$ cat src/rtl/mdu_pkg.sv
// Shared types and constant helpers for the iterative multiply/divide unit (mdu_iter).
package mdu_pkg;

  typedef enum logic [2:0] {
    OP_MUL    = 3'b000,
    OP_MULH   = 3'b001,
    OP_MULHSU = 3'b010,
    OP_MULHU  = 3'b011,
    OP_DIV    = 3'b100,
    OP_DIVU   = 3'b101,
    OP_REM    = 3'b110,
    OP_REMU   = 3'b111
  } op_e;

  typedef enum logic [1:0] {
    S_IDLE,
    S_MUL,
    S_DIV,
    S_DONE
  } state_e;

  localparam int unsigned MAX_XLEN = 128;

  // Constants are built at MAX_XLEN width; callers keep the low xlen bits.
  function automatic logic [MAX_XLEN-1:0] min_neg_const(input int unsigned xlen);
    return MAX_XLEN'(1) << (xlen - 1);
  endfunction

  function automatic logic [MAX_XLEN-1:0] all_ones_const(input int unsigned xlen);
    return (MAX_XLEN'(1) << xlen) - MAX_XLEN'(1);
  endfunction

endpackage

$ cat src/rtl/mdu_operand_prep.sv
// Combinational operand conditioning: magnitudes, sign flags, and the
// divide-by-zero / signed-overflow results that bypass the iterative core.
module mdu_operand_prep
  import mdu_pkg::*;
#(
  parameter int XLEN = 32
) (
  input  op_e             op,
  input  logic [XLEN-1:0] rs1,
  input  logic [XLEN-1:0] rs2,
  output logic [XLEN-1:0] a_mag,
  output logic [XLEN-1:0] b_mag,
  output logic            prod_neg,
  output logic            rem_neg,
  output logic            is_div,
  output logic            special,
  output logic [XLEN-1:0] special_res
);

  localparam logic [MAX_XLEN-1:0] MIN_NEG_W = min_neg_const(XLEN);
  localparam logic [MAX_XLEN-1:0] ONES_W    = all_ones_const(XLEN);
  localparam logic [XLEN-1:0]     MIN_NEG   = MIN_NEG_W[XLEN-1:0];
  localparam logic [XLEN-1:0]     ONES      = ONES_W[XLEN-1:0];

  logic a_signed;
  logic b_signed;
  logic a_neg;
  logic b_neg;
  logic is_quot;
  logic div_zero;
  logic div_ovf;

  always_comb begin
    a_signed = op inside {OP_MULH, OP_MULHSU, OP_DIV, OP_REM};
    b_signed = op inside {OP_MULH, OP_DIV, OP_REM};
    a_neg    = a_signed & rs1[XLEN-1];
    b_neg    = b_signed & rs2[XLEN-1];
    a_mag    = a_neg ? -rs1 : rs1;
    b_mag    = b_neg ? -rs2 : rs2;
    is_div   = op[2];
    is_quot  = op inside {OP_DIV, OP_DIVU};
    // Quotient/product sign is the XOR of operand signs; remainder follows the dividend.
    prod_neg = a_neg ^ b_neg;
    rem_neg  = a_neg;
    div_zero = is_div && (rs2 == '0);
    div_ovf  = (op inside {OP_DIV, OP_REM}) && (rs1 == MIN_NEG) && (rs2 == ONES);
    special  = div_zero | div_ovf;
    if (div_zero) begin
      special_res = is_quot ? ONES : rs1;
    end else begin
      special_res = is_quot ? rs1 : '0;
    end
  end

endmodule

$ cat src/rtl/mdu_iter.sv
// Iterative RV32M multiply/divide unit: radix-2 shift-add multiply, restoring divide, one op in flight.
// Define MDU_FAST_MUL_EN to replace the iterative multiply with a single-cycle multiplier.
module mdu_iter
  import mdu_pkg::*;
#(
  parameter int XLEN  = 32,
  parameter int TAG_W = 5
) (
  input  logic             clk,
  input  logic             rst_n,
  input  logic             flush,
  input  logic             in_valid,
  output logic             in_ready,
  input  logic [2:0]       in_op,
  input  logic [XLEN-1:0]  in_rs1,
  input  logic [XLEN-1:0]  in_rs2,
  input  logic [TAG_W-1:0] in_tag,
  output logic             out_valid,
  input  logic             out_ready,
  output logic [XLEN-1:0]  out_result,
  output logic [TAG_W-1:0] out_tag,
  output logic             busy
);

  localparam int CNT_W = $clog2(XLEN) + 1;

  state_e            state;
  state_e            state_next;
  op_e               op_in;
  op_e               op_q;
  logic              neg_q;
  logic              rneg_q;
  logic [2*XLEN-1:0] prod;
  logic [2*XLEN-1:0] prod_next;
  logic [XLEN-1:0]   opnd;
  logic [CNT_W-1:0]  cnt;
  logic              accept;
  logic              iterating;
  logic              last_iter;
  logic              fast_mul;
  logic [XLEN-1:0]   a_mag;
  logic [XLEN-1:0]   b_mag;
  logic [XLEN-1:0]   special_res;
  logic              prod_neg;
  logic              rem_neg;
  logic              is_div;
  logic              special;
  logic [XLEN:0]     mul_sum;
  logic [XLEN:0]     div_shift;
  logic [XLEN:0]     div_diff;

  assign op_in = op_e'(in_op);

  mdu_operand_prep #(.XLEN(XLEN)) u_prep (
    .op          (op_in),
    .rs1         (in_rs1),
    .rs2         (in_rs2),
    .a_mag       (a_mag),
    .b_mag       (b_mag),
    .prod_neg    (prod_neg),
    .rem_neg     (rem_neg),
    .is_div      (is_div),
    .special     (special),
    .special_res (special_res)
  );

`ifdef MDU_FAST_MUL_EN
  logic [2*XLEN-1:0] fast_prod;
  assign fast_prod = {{XLEN{1'b0}}, a_mag} * {{XLEN{1'b0}}, b_mag};
  assign fast_mul  = 1'b1;
`else
  assign fast_mul  = 1'b0;
`endif

  // Multiplies use the whole 2*XLEN word; divides hold remainder high, quotient low.
  function automatic logic [XLEN-1:0] finalize(input op_e op, input logic neg, input logic rneg,
                                               input logic [2*XLEN-1:0] v);
    logic [2*XLEN-1:0] p;
    logic [XLEN-1:0]   q;
    logic [XLEN-1:0]   r;
    p = neg  ? -v : v;
    q = neg  ? -v[XLEN-1:0] : v[XLEN-1:0];
    r = rneg ? -v[2*XLEN-1:XLEN] : v[2*XLEN-1:XLEN];
    case (op)
      OP_MUL:                       return p[XLEN-1:0];
      OP_MULH, OP_MULHSU, OP_MULHU: return p[2*XLEN-1:XLEN];
      OP_DIV, OP_DIVU:              return q;
      default:                      return r;
    endcase
  endfunction

  assign accept    = in_valid && (state == S_IDLE) && !flush;
  assign iterating = (state == S_MUL) || (state == S_DIV);
  assign last_iter = (cnt == CNT_W'(XLEN - 1));

  always_ff @(posedge clk or negedge rst_n) begin
    if (!rst_n) begin
      state <= S_IDLE;
    end else begin
      state <= state_next;
    end
  end

  always_comb begin
    state_next = state;
    in_ready   = rst_n && (state == S_IDLE) && !flush;
    out_valid  = (state == S_DONE);
    busy       = (state != S_IDLE);
    case (state)
      S_IDLE: begin
        if (accept) begin
          if (special || (fast_mul && !is_div)) begin
            state_next = S_DONE;
          end else if (is_div) begin
            state_next = S_DIV;
          end else begin
            state_next = S_MUL;
          end
        end
      end
      S_MUL, S_DIV: begin
        if (last_iter) begin
          state_next = S_DONE;
        end
      end
      S_DONE: begin
        if (out_ready) begin
          state_next = S_IDLE;
        end
      end
      default: state_next = S_IDLE;
    endcase
    // A same-cycle handshake also lands in IDLE, so flush simply overrides.
    if (flush) begin
      state_next = S_IDLE;
    end
  end

  always_comb begin
    mul_sum   = {1'b0, prod[2*XLEN-1:XLEN]} + {1'b0, opnd};
    div_shift = {prod[2*XLEN-1:XLEN], prod[XLEN-1]};
    div_diff  = div_shift - {1'b0, opnd};
    prod_next = prod;
    if (state == S_MUL) begin
      prod_next = prod[0] ? {mul_sum, prod[XLEN-1:1]} : {1'b0, prod[2*XLEN-1:1]};
    end else if (state == S_DIV) begin
      // Negative trial difference means restore the shifted remainder.
      prod_next = div_diff[XLEN] ? {div_shift[XLEN-1:0], prod[XLEN-2:0], 1'b0}
                                 : {div_diff[XLEN-1:0], prod[XLEN-2:0], 1'b1};
    end
  end

  always_ff @(posedge clk or negedge rst_n) begin
    if (!rst_n) begin
      prod       <= '0;
      opnd       <= '0;
      cnt        <= '0;
      op_q       <= OP_MUL;
      neg_q      <= 1'b0;
      rneg_q     <= 1'b0;
      out_result <= '0;
      out_tag    <= '0;
    end else if (accept) begin
      op_q    <= op_in;
      neg_q   <= prod_neg;
      rneg_q  <= rem_neg;
      cnt     <= '0;
      out_tag <= in_tag;
      opnd    <= is_div ? b_mag : a_mag;
      prod    <= {{XLEN{1'b0}}, (is_div ? a_mag : b_mag)};
      if (special) begin
        out_result <= special_res;
      end
`ifdef MDU_FAST_MUL_EN
      else if (!is_div) begin
        out_result <= finalize(op_in, prod_neg, rem_neg, fast_prod);
      end
`endif
    end else if (iterating) begin
      prod <= prod_next;
      if (last_iter) begin
        out_result <= finalize(op_q, neg_q, rneg_q, prod_next);
      end else begin
        cnt <= cnt + CNT_W'(1);
      end
    end
  end

endmodule
$ cat config.mk
export PLATFORM = sky130hd
export DESIGN_NAME = mdu_iter
export DESIGN_NICKNAME = d
export VERILOG_FILES = /design/src/rtl/mdu_pkg.sv /design/src/rtl/mdu_operand_prep.sv /design/src/rtl/mdu_iter.sv
export SDC_FILE = /design/constraint.sdc
export NUM_CORES = 1
export LEC_CHECK = 0
export CORE_MARGIN = 4
export CORE_UTILIZATION = 60
export DETAILED_ROUTE_END_ITERATION = 7
export HOLD_SLACK_MARGIN = 0.12
export PLACE_DENSITY = 0.91
export SKIP_LAST_GASP = 1
export SYNTH_ARGS = -nofsm -noshare
export SYNTH_HDL_FRONTEND = slang
export SYNTH_SLANG_ARGS = --single-unit
$ cat constraint.sdc
create_clock -name clk -period 6.57 [get_ports clk]
set_input_delay 0.657 -clock clk [delete_from_list [all_inputs] [get_ports clk]]
set_output_delay 0.657 -clock clk [all_outputs]
set_load 0.01 [all_outputs]
## Word level (Yosys, flattened, before mapping)

Index checks and enable logic that the tools add are counted.

- Bits in registers: 146
- Input bits: 77
- Output and inout port bits: 40

- Add/sub/neg operators: 8
- Equal/unequal tests: 21
- Muxes and demuxes: 31
- Bitwise logic cells: 4
- Reduce and logical (&&, ||, !) cells: 25

Operator list:

| cell | number |
|---|---|
| $mux W64 | 7 |
| $mux W32 | 13 |
| $neg A32 Y32 | 4 |
| $pmux W32 S3 | 1 |
| $eq A32 B32 Y1 const B | 2 |
| $neg A64 Y64 | 1 |
| $add A32 B32 Y33 | 1 |
| $sub A33 B32 Y33 | 1 |
| $logic_not A32 Y1 | 1 |
| $mux W6 | 3 |
| $eq A3 B3 Y1 const B | 5 |
| $mux W2 | 6 |
| $reduce_bool A2 Y1 | 5 |
| $eq A3 B2 Y1 const B | 3 |
| $logic_and A1 B1 Y1 | 7 |
| $add A6 B1 Y6 const B | 1 |
| $eq A3 B1 Y1 const B | 2 |
| $eq A6 B5 Y1 const B | 1 |
| $ne A3 B3 Y1 const B | 2 |
| $pmux W2 S3 | 1 |
| $reduce_and A3 Y1 | 2 |
| $eq A2 B2 Y1 const B | 2 |
| $reduce_bool A4 Y1 | 1 |
| $reduce_or A2 Y1 | 2 |
| 14 further kinds | 15 |

## Logic depth before layout (Yosys ltp)

Gate-level depths: netlist of the first run.

- Depth in word-level cells: 10
- Gate-level depth with buffers: 24
- Gate-level depth less buffers: 21

## By module

From an unflattened synthesis of the first run, not the netlist that was laid out.

- Cell total of the unflattened synthesis: 2,364
- Area total of the unflattened synthesis: 17,479.3 µm²

Modules (own cells, without submodules):

| module | instances | cells each | area an instance (µm²) |
|---|---|---|---|
| mdu_iter | 1 | 2,086 | 15,532.4 |
| mdu_operand_prep | 1 | 278 | 1,946.9 |

## Worst setup path before layout of the first run

No wires, ideal clock.

- Path kind: register to register
- From: register prod[31]
- To: register out_result[24]
- Arrival: 5.310 ns
- Slack: 1.134 ns
- Cell stages (with the launch flop): 24
- Path through: dfrtp_1 > inv_1 > ha_1 > inv_1 > fa_1 > a21o_1 > a221oi_2 > o41ai_2 > o211a_1 > a211o_1 > buf_2 > buf_1 > a211oi_1 > o31ai_1 > inv_1 > ha_1 > nand2_1 > or4_1 > buf_2 > or4_4 > o41ai_2 > xor2_1 > o221ai_1 > a221o_1

- Longest elaborated chain between the ends: 10
- Elaborated cells on any way between the ends: 15
- Those cells by class: add/sub (4); mux (11)

RTL lines:

| element | line | RTL |
|---|---|---|
| start: declaration | mdu_iter.sv:33 | `logic [2*XLEN-1:0] prod;` |
| start signal: assignment | mdu_iter.sv:170 | `prod <= {{XLEN{1'b0}}, (is_div ? a_mag : b_mag)};` |
| start signal: assignment | mdu_iter.sv:180 | `prod <= prod_next;` |
| $sub A33 B32 Y33 | mdu_iter.sv:142 | `div_diff = div_shift - {1'b0, opnd};` |
| $mux W64 | mdu_iter.sv:148 | `prod_next = div_diff[XLEN] ? {div_shift[XLEN-1:0], prod[XLEN-2:0], 1'b0}` |
| $mux W64 | mdu_iter.sv:146 | `end else if (state == S_DIV) begin` |
| $mux W64 (*) | mdu_iter.sv:144 | `if (state == S_MUL) begin` |
| $neg A64 Y64 (tied with other cells) | mdu_iter.sv:81 | `p = neg ? -v : v;` |
| $mux W64 (tied with other cells) | mdu_iter.sv:81 |  |
| $pmux W32 S3 (*) | mdu_iter.sv:84 | `case (op)` |
| $mux W32 (*) | mdu_iter.sv:181 | `if (last_iter) begin` |
| $mux W32 (*) | mdu_iter.sv:179 | `end else if (iterating) begin` |
| $mux W32 (*) | mdu_iter.sv:163 | `end else if (accept) begin` |
| end signal: assignment | mdu_iter.sv:172 | `out_result <= special_res;` |
| end signal: assignment | mdu_iter.sv:182 | `out_result <= finalize(op_q, neg_q, rneg_q, prod_next);` |
| end: declaration | mdu_iter.sv:20 | `output logic [XLEN-1:0] out_result,` |

Every way passes the cells marked *; elsewhere a longest branch is shown, timed or not. The select of a mux whose other input is x is not followed.
A chain may end at the register's enable or synchronous reset.

## Final worst setup path of the first run

- From: register prod[31]
- To: register out_result[30]

The elaborated chain is that of the path after synthesis.

==> results.md, run 1 <==
- Status: finished, final reports clean
- Fraction of synthesis flops using an asynchronous set or reset pin: 1.000
- Final estimated routing congestion in global placement: 1.060
- Relative slew slack: 0.2326
- Htree depth: 4
- RSZ-0062 raised after global routing: false
- Crit. End Element: flip-flop
- Clk_lat worst skew: 0.44 ns
- Clock slew at reported path FFs: 0.07 ns
- Post-Route WL: 70.34 mm
- Post-synthesis adder-cell area fraction: 0.05787
- Vias per Instance: 7.060
- Critical path startpoint category: flip-flop
- Setup violators final: 0
- Final HPWL DP: 53.50 mm
- Largest net degree at the start of global routing: 86
- Final Hold Vio Count: 0
- ANT cells: 0
- Least-Margin Pin Slew: 1.151 ns
- Combinational share of power: 0.766
- CTS Root Buffer Type: clkbuf_16
- Pre-antenna DRT Iters: 7
- Layout Cells excl Fill: 2746
- Fin Clk Skew: 0.01232 ns
- Post-synthesis simple-gate area fraction: 0.2173
- Post-synthesis compound-gate area fraction: 0.2973
- Most frequent cell after synthesis: nand2_1
- Top-area cell type share of the netlist area: 0.2161
- Number of global-route vias before repair: 18350
- TNS Setup: 0 ns
- XOR/XNOR Fraction of Synth Area: 0.09168
- Slew Viols, Final: 0
- Ys Warns: 0
- Crit-path max FO: 14
- Maximum vdd drop: 0.3658 mV
- Critical Path RT: 6.89 ns
- EDFF count, synth: 0
- Syn_nets: 2460
- Tcrit/Tclk final: 0.9526
- Critical path type: flip-flop to flip-flop
- Max Clk Rate: 159.8 MHz
- Remaining global-route overflow: 0
- P_sw: 6639 uW
- Synth top cells by count: 284 x nand2_1, 226 x o21ai_0, 201 x nor2_1
- Most common flop cell mapped by yosys: dfrtp_1
- Distinct cells, synth: 91
- Fillcell total: 2364
- Synthesized area per cell: 7.332 um^2
- Drt drc: 0
- Area Overhead vs Synth: 12.50%
- Mapped Cells: 2306
- Die H: 175.9 um
- Initial core utilization: 0.6086
- CTS tree: done
- #FFs+latches synth: 146
- TritonCTS sink count: 146
- Area leader, netlist: dfrtp_1
- Port Buffers: 116
- Chip width: 175.9 um
- Sequential element share of the synthesized area: 0.2161
- Flop pwr share: 0.146
- Total Routing Usage GR: 0.4411
- Internal power: 4961 uW
- Routed WL per cell: 25.62 um
- # rows: 61
- Hold Crit Class: input pin to async pin
- Hold WS: 0.1167 ns
- Total number of vias: 19386
- Max clock buf depth: 2
- Mux cell area share after synthesis: 0.06919
- Largest family of logic cells by synthesized area: compound AO/OA/AOI/OAI gates
- Sw frac: 0.5724
- R2R setup slack: 0.31 ns
- Leak: 0.007486 uW
- IO Pins: 117
- Antenna Nets Post-Route: 0
- Most area-consuming cells after synthesis: dfrtp_1 22%, o21ai_0 6.7%, nand2_1 6.3%, a21oi_1 5.6%, ha_1 5.5%
- # placed instances: 2714
- Max Cap Viol: 0
- Crit path time final: 6.259 ns
- P per Cell Area: 609.8 nW/um^2
- Die Area: 30930 um^2
- Final nets: 2509
- DRT iter0 DRCs: 2940
- First-pass GRT wire length: 106.7 mm
- Initial antenna violation count: 1
- Hold Buf Count CTS: 0
- Critical path data arrival time: 6.58 ns
- Core Box Area: 27780 um^2
- Clock group share of total power: 0.087
- TritonCTS buffer count: 17
- Share of cells above drive strength 1: 0.06039
- Mapped Area: 16910 um^2
## logic make-up after synthesis
family | Yosys count
AO/OA/AOI/OAI | 786
XOR/XNOR | 177
adder cells (fa/ha/maj) | 77
buffers and inverters | 219
flip-flops | 146
multiplexers | 114
AND/OR/NAND/NOR | 787
## critical path, cell delays in order, from the launching register on
cell and delay (ns):
dfrtp_1 0.42, inv_1 0.10, ha_1 0.17, inv_1 0.06, fa_1 0.41, a21o_1 0.21, a221oi_2 0.41, o41ai_2 0.19
o21ai_2 0.25, a211oi_4 0.20, o221ai_1 0.50, ha_1 0.31, o211ai_1 0.14, nor4_1 0.66, nand3_1 0.41, nor2_1 0.27
nand3_1 0.13, or4_1 0.56, a32o_1 0.27, mux2_2 0.26, nor3_1 0.13, a31oi_1 0.09
## metrics by stage
step	setup slack (ns)	instance area, um^2	utilization	power [uW]
after CTS	0.3083	19020	0.6846	11190
after global routing	0.04381	19020	0.6847	12230
after global placement	0.3641	18450	0.6640	9981
final	0.3113	19020	0.6847	11600
after detailed placement	0.3067	18450	0.6640	10110
after floorplan	1.134	16910	-	7552
## layer usage
metal  share of wire  GRT usage
met5         0.00024          0
met2            0.44     0.6951
met1            0.36     0.5370
met4           0.082     0.2840
met3            0.12     0.1128
## path summary, 6_finish.rpt
| path | start | end | cells past startpoint |
|---|---|---|---|
| max | prod[31] | out_result[30] | 21 |
| min | rst_n | out_tag[0] | 1 |
| max reg2reg | prod[31] | out_result[30] | 21 |
| min reg2reg | out_tag[4] | out_tag[4] | 2 |
| max in group asynchronous | rst_n | prod[55] | 3 |
| min in group clk | out_tag[4] | out_tag[4] | 2 |
## power by group through the flow
| stage | registers, uW | clock network [uW] | logic (uW) |
|---|---|---|---|
| after detailed placement | 1680 | 0 | 8440 |
| after global routing | 1720 | 1050 | 9460 |
| final | 1700 | 1010 | 8890 |
| after floorplan | 1550 | 0 | 6000 |
| after global placement | 1650 | 0 | 8340 |
| after CTS | 1660 | 1010 | 8520 |
## area by class of cell
class                   count  area (um^2)  share of cell area
clock buffers              18        429.2             0.02256
clock inverters            14        141.4            0.007433
inverters                  78        292.8             0.01539
multi-input cells        1941        12450              0.6543
flip-flops and latches    146         3655              0.1921
well taps                 378        473.0             0.02486
repair buffers            171         1585             0.08334
## sequential cells by signal (all words and copies together) (netlist names)
name,cells
rneg_q,1
cnt,6
out_tag,5
neg_q,1
out_result,32
prod,64
opnd,32
state,2
op_q,3
## cells in the final DEF, fill, tap and decap left out, types with 11 or more instances in the layout
master and count:
nand3_1 41, ha_1 72, clkdlybuf4s50_1 114, o221ai_1 11
a22oi_1 11, or3_1 27, nor2b_1 20, mux2_2 21
buf_4 55, o21ai_1 13, o211ai_1 46, clkbuf_16 17
and2_1 16, dfrtp_1 145, mux2i_1 90, a21o_1 21
nand2b_1 24, nor3_1 59, nor4_1 15, xor2_1 79
o31ai_1 32, a211oi_1 53, a31oi_1 24, inv_1 77
a221oi_1 16, a21oi_1 190, and3_1 15, nand2_1 284
o21a_1 14, a21boi_0 12, nand4_1 31, xnor2_1 98
nor2_1 201, o21ai_0 226
## repair_timing
action,CTS,global route
setup endpoints to repair,0,1
buffers inserted,0,0
gates resized for setup,0,1
Note: power is estimated with default switching activity, not from simulation.
==> run 2, diff against run 1 <==
Settings changed: CORE_MARGIN 4 to unset, CTS_CLUSTER_SIZE set to 12.
==> results.md, run 2 (same netlist as run 1, synthesis figures left out) <==
- P_sw: 6683 uW
- Hold Crit Class: input pin to async pin
- Port Buffers: 116
- Critical Path RT: 6.87 ns
- Most frequent cells in the layout: 284 x nand2_1, 226 x o21ai_0, 201 x nor2_1, 190 x a21oi_1, 145 x dfrtp_1
- Crit. End Element: flip-flop
- RSZ-0062 raised after global routing: true
- Sw frac: 0.5692
- CP Buf/Inv Count: 2
- Drt drc: 0
- Critical path data arrival time: 6.74 ns
- DRT iter0 DRCs: 2688
- Most common cell after layout, fill and taps aside: nand2_1
- Die Area: 28860 um^2
- Largest net degree at the start of global routing: 151
- IO Pins: 117
- Regs by FF count: prod (64), opnd (32), out_result (32)
- Remaining global-route overflow: 0
- Critical path type: flip-flop to flip-flop
- Total number of vias: 19567
- Share of cells above drive strength 1: 0.06397
- Pre-antenna DRT Iters: 6
- TritonCTS buffer count: 17
- Initial core utilization: 0.6086
- CP top delay family: compound AO/OA/AOI/OAI gates
- Final estimated routing congestion in global placement: 1.062
- Status: finished, final reports clean
- Critical path startpoint category: flip-flop
- Slowest cell on the critical path: mux2i_1
- Final nets: 2518
- Largest reg by FF count: prod
- Highest cell delay on the worst timing path: 0.71 ns
- Max Clk Rate: 155.3 MHz
- Htree depth: 4
- TritonCTS sink count: 146
- Setup violators final: 0
- # rows: 61
- Total Routing Usage GR: 0.4867
- Maximum vdd drop: 0.3492 mV
- CTS tree: done
- CTS Root Buffer Type: clkbuf_16
- Clock slew at reported path FFs: 0.07 ns
- Least-Margin Pin Slew: 1.268 ns
- Max FFs per register: 64
- Hold WS: 0.2564 ns
- Crit path time final: 6.438 ns
- Antenna Nets Post-Route: 0
- Slew Viols, Final: 0
- Max clock buf depth: 2
- Chip width: 169.9 um
- Final Hold Vio Count: 0
- P per Cell Area: 613.2 nW/um^2
- Max Cap Viol: 0
- Final HPWL DP: 52.66 mm
- First-pass GRT wire length: 106.5 mm
- Clk_lat worst skew: 0.45 ns
- Tcrit/Tclk final: 0.9799
- TNS Setup: 0 ns
- Placement Cell Area: 18520 um^2
- Number of global-route vias before repair: 18344
- Post-Route WL: 70.24 mm
- Crit-path max FO: 13
- Vias per Instance: 7.102
- Combinational share of power: 0.761
- Cells along the critical path: inv_1, ha_1, inv_1, fa_1, a21o_1, a221oi_2, o41ai_2, o211a_1, a211oi_4, mux2i_1, o311ai_1, or3_1, or4_1, o41ai_2, xor2_1, a221oi_1, a211oi_1
- Flop pwr share: 0.148
- Area Overhead vs Synth: 13.25%
- Fin Clk Skew: 0.01162 ns
- Initial antenna violation count: 1
- Leak: 0.007552 uW
- Clock group share of total power: 0.090
- Internal power: 5059 uW
- Relative slew slack: 0.1514
- Core Box Area: 27780 um^2
- Routed WL per cell: 25.49 um
- Fin area: 19150 um^2
- Die H: 169.9 um
run 2: cell types whose count changed in the layout (fill, tap and decap cells not counted), moves of 2 or more:
cell / delta
bufinv_16: +2
buf_4: +7
buf_12: +2
inv_8: -2
run 2: routing by layer:
metal | routed length, um | track usage
met1 | 25500 | 0.5787
met2 | 30450 | 0.7505
met3 | 7996 | 0.1284
met4 | 6282 | 0.3741
met5 | 9 | 0
run 2: metrics by stage:
stage / setup WS (ns) / power, uW / std cells / util
floorplan: 1.134 / 7552 / 2306 / -
global placement: 0.2751 / 9975 / 2720 / 0.6665
detailed placement: 0.1858 / 10120 / 2720 / 0.6665
CTS: 0.1269 / 11250 / 2751 / 0.6882
global route: -0.02259 / 12340 / 2754 / 0.6892
finish: 0.1322 / 11740 / 2755 / 0.6893
run 2: power groups by stage:
stage / combinational [uW] / sequential [uW] / clock, uW
after global placement: 8300 / 1680 / 0
after detailed placement: 8410 / 1710 / 0
after floorplan: 6000 / 1550 / 0
after global routing: 9490 / 1760 / 1090
after CTS: 8500 / 1700 / 1050
final: 8940 / 1740 / 1060
run 2: layout make-up:
type | instances | area, um^2
fillers | 2375 | 8632
flip-flops and latches | 146 | 3655
clock inverters | 14 | 175.2
diodes | 1 | 2.502
multi-input cells | 1941 | 12450
well taps | 378 | 473.0
repair buffers | 180 | 1678
clock buffers | 17 | 425.4
inverters | 78 | 292.8
run 2: repair_timing:
| item | CTS | global route |
|---|---|---|
| resized for setup | 0 | 1 |
| setup endpoints to repair | 0 | 8 |
| hold buffers | 0 | 0 |
| buffers inserted | 0 | 3 |
run 2: final timing paths:
path	slack [ns]	end	depth (start not counted)	from
worst max-delay path	0.13	out_result[25]	17	prod[31]
worst min register to register	0.48	out_tag[3]	2	out_tag[3]
max in group asynchronous	4.87	prod[48]	2	rst_n
worst min-delay path	0.26	op_q[0]	1	rst_n
worst max register to register	0.13	out_result[25]	17	prod[31]
min in group clk	0.48	out_tag[3]	2	out_tag[3]
run 2: worst reg2reg max path, cell delays in order (launching register included):
cell and delay [ns]:
dfrtp_1 0.44, inv_1 0.11, ha_1 0.18, inv_1 0.06, fa_1 0.41, a21o_1 0.22, a221oi_2 0.42, o41ai_2 0.19
o211a_1 0.29, a211oi_4 0.52, mux2i_1 0.72, o311ai_1 0.53, or3_1 0.60, or4_1 0.59, o41ai_2 0.28, xor2_1 0.13
a221oi_1 0.50, a211oi_1 0.10
==> run 3, diff against run 2 <==
Settings changed: CORE_MARGIN set to 4, TNS_END_PERCENT set to 50.
==> results of run 3 <==
No change in the layout: final DEF, timing and power equal those of run 1.
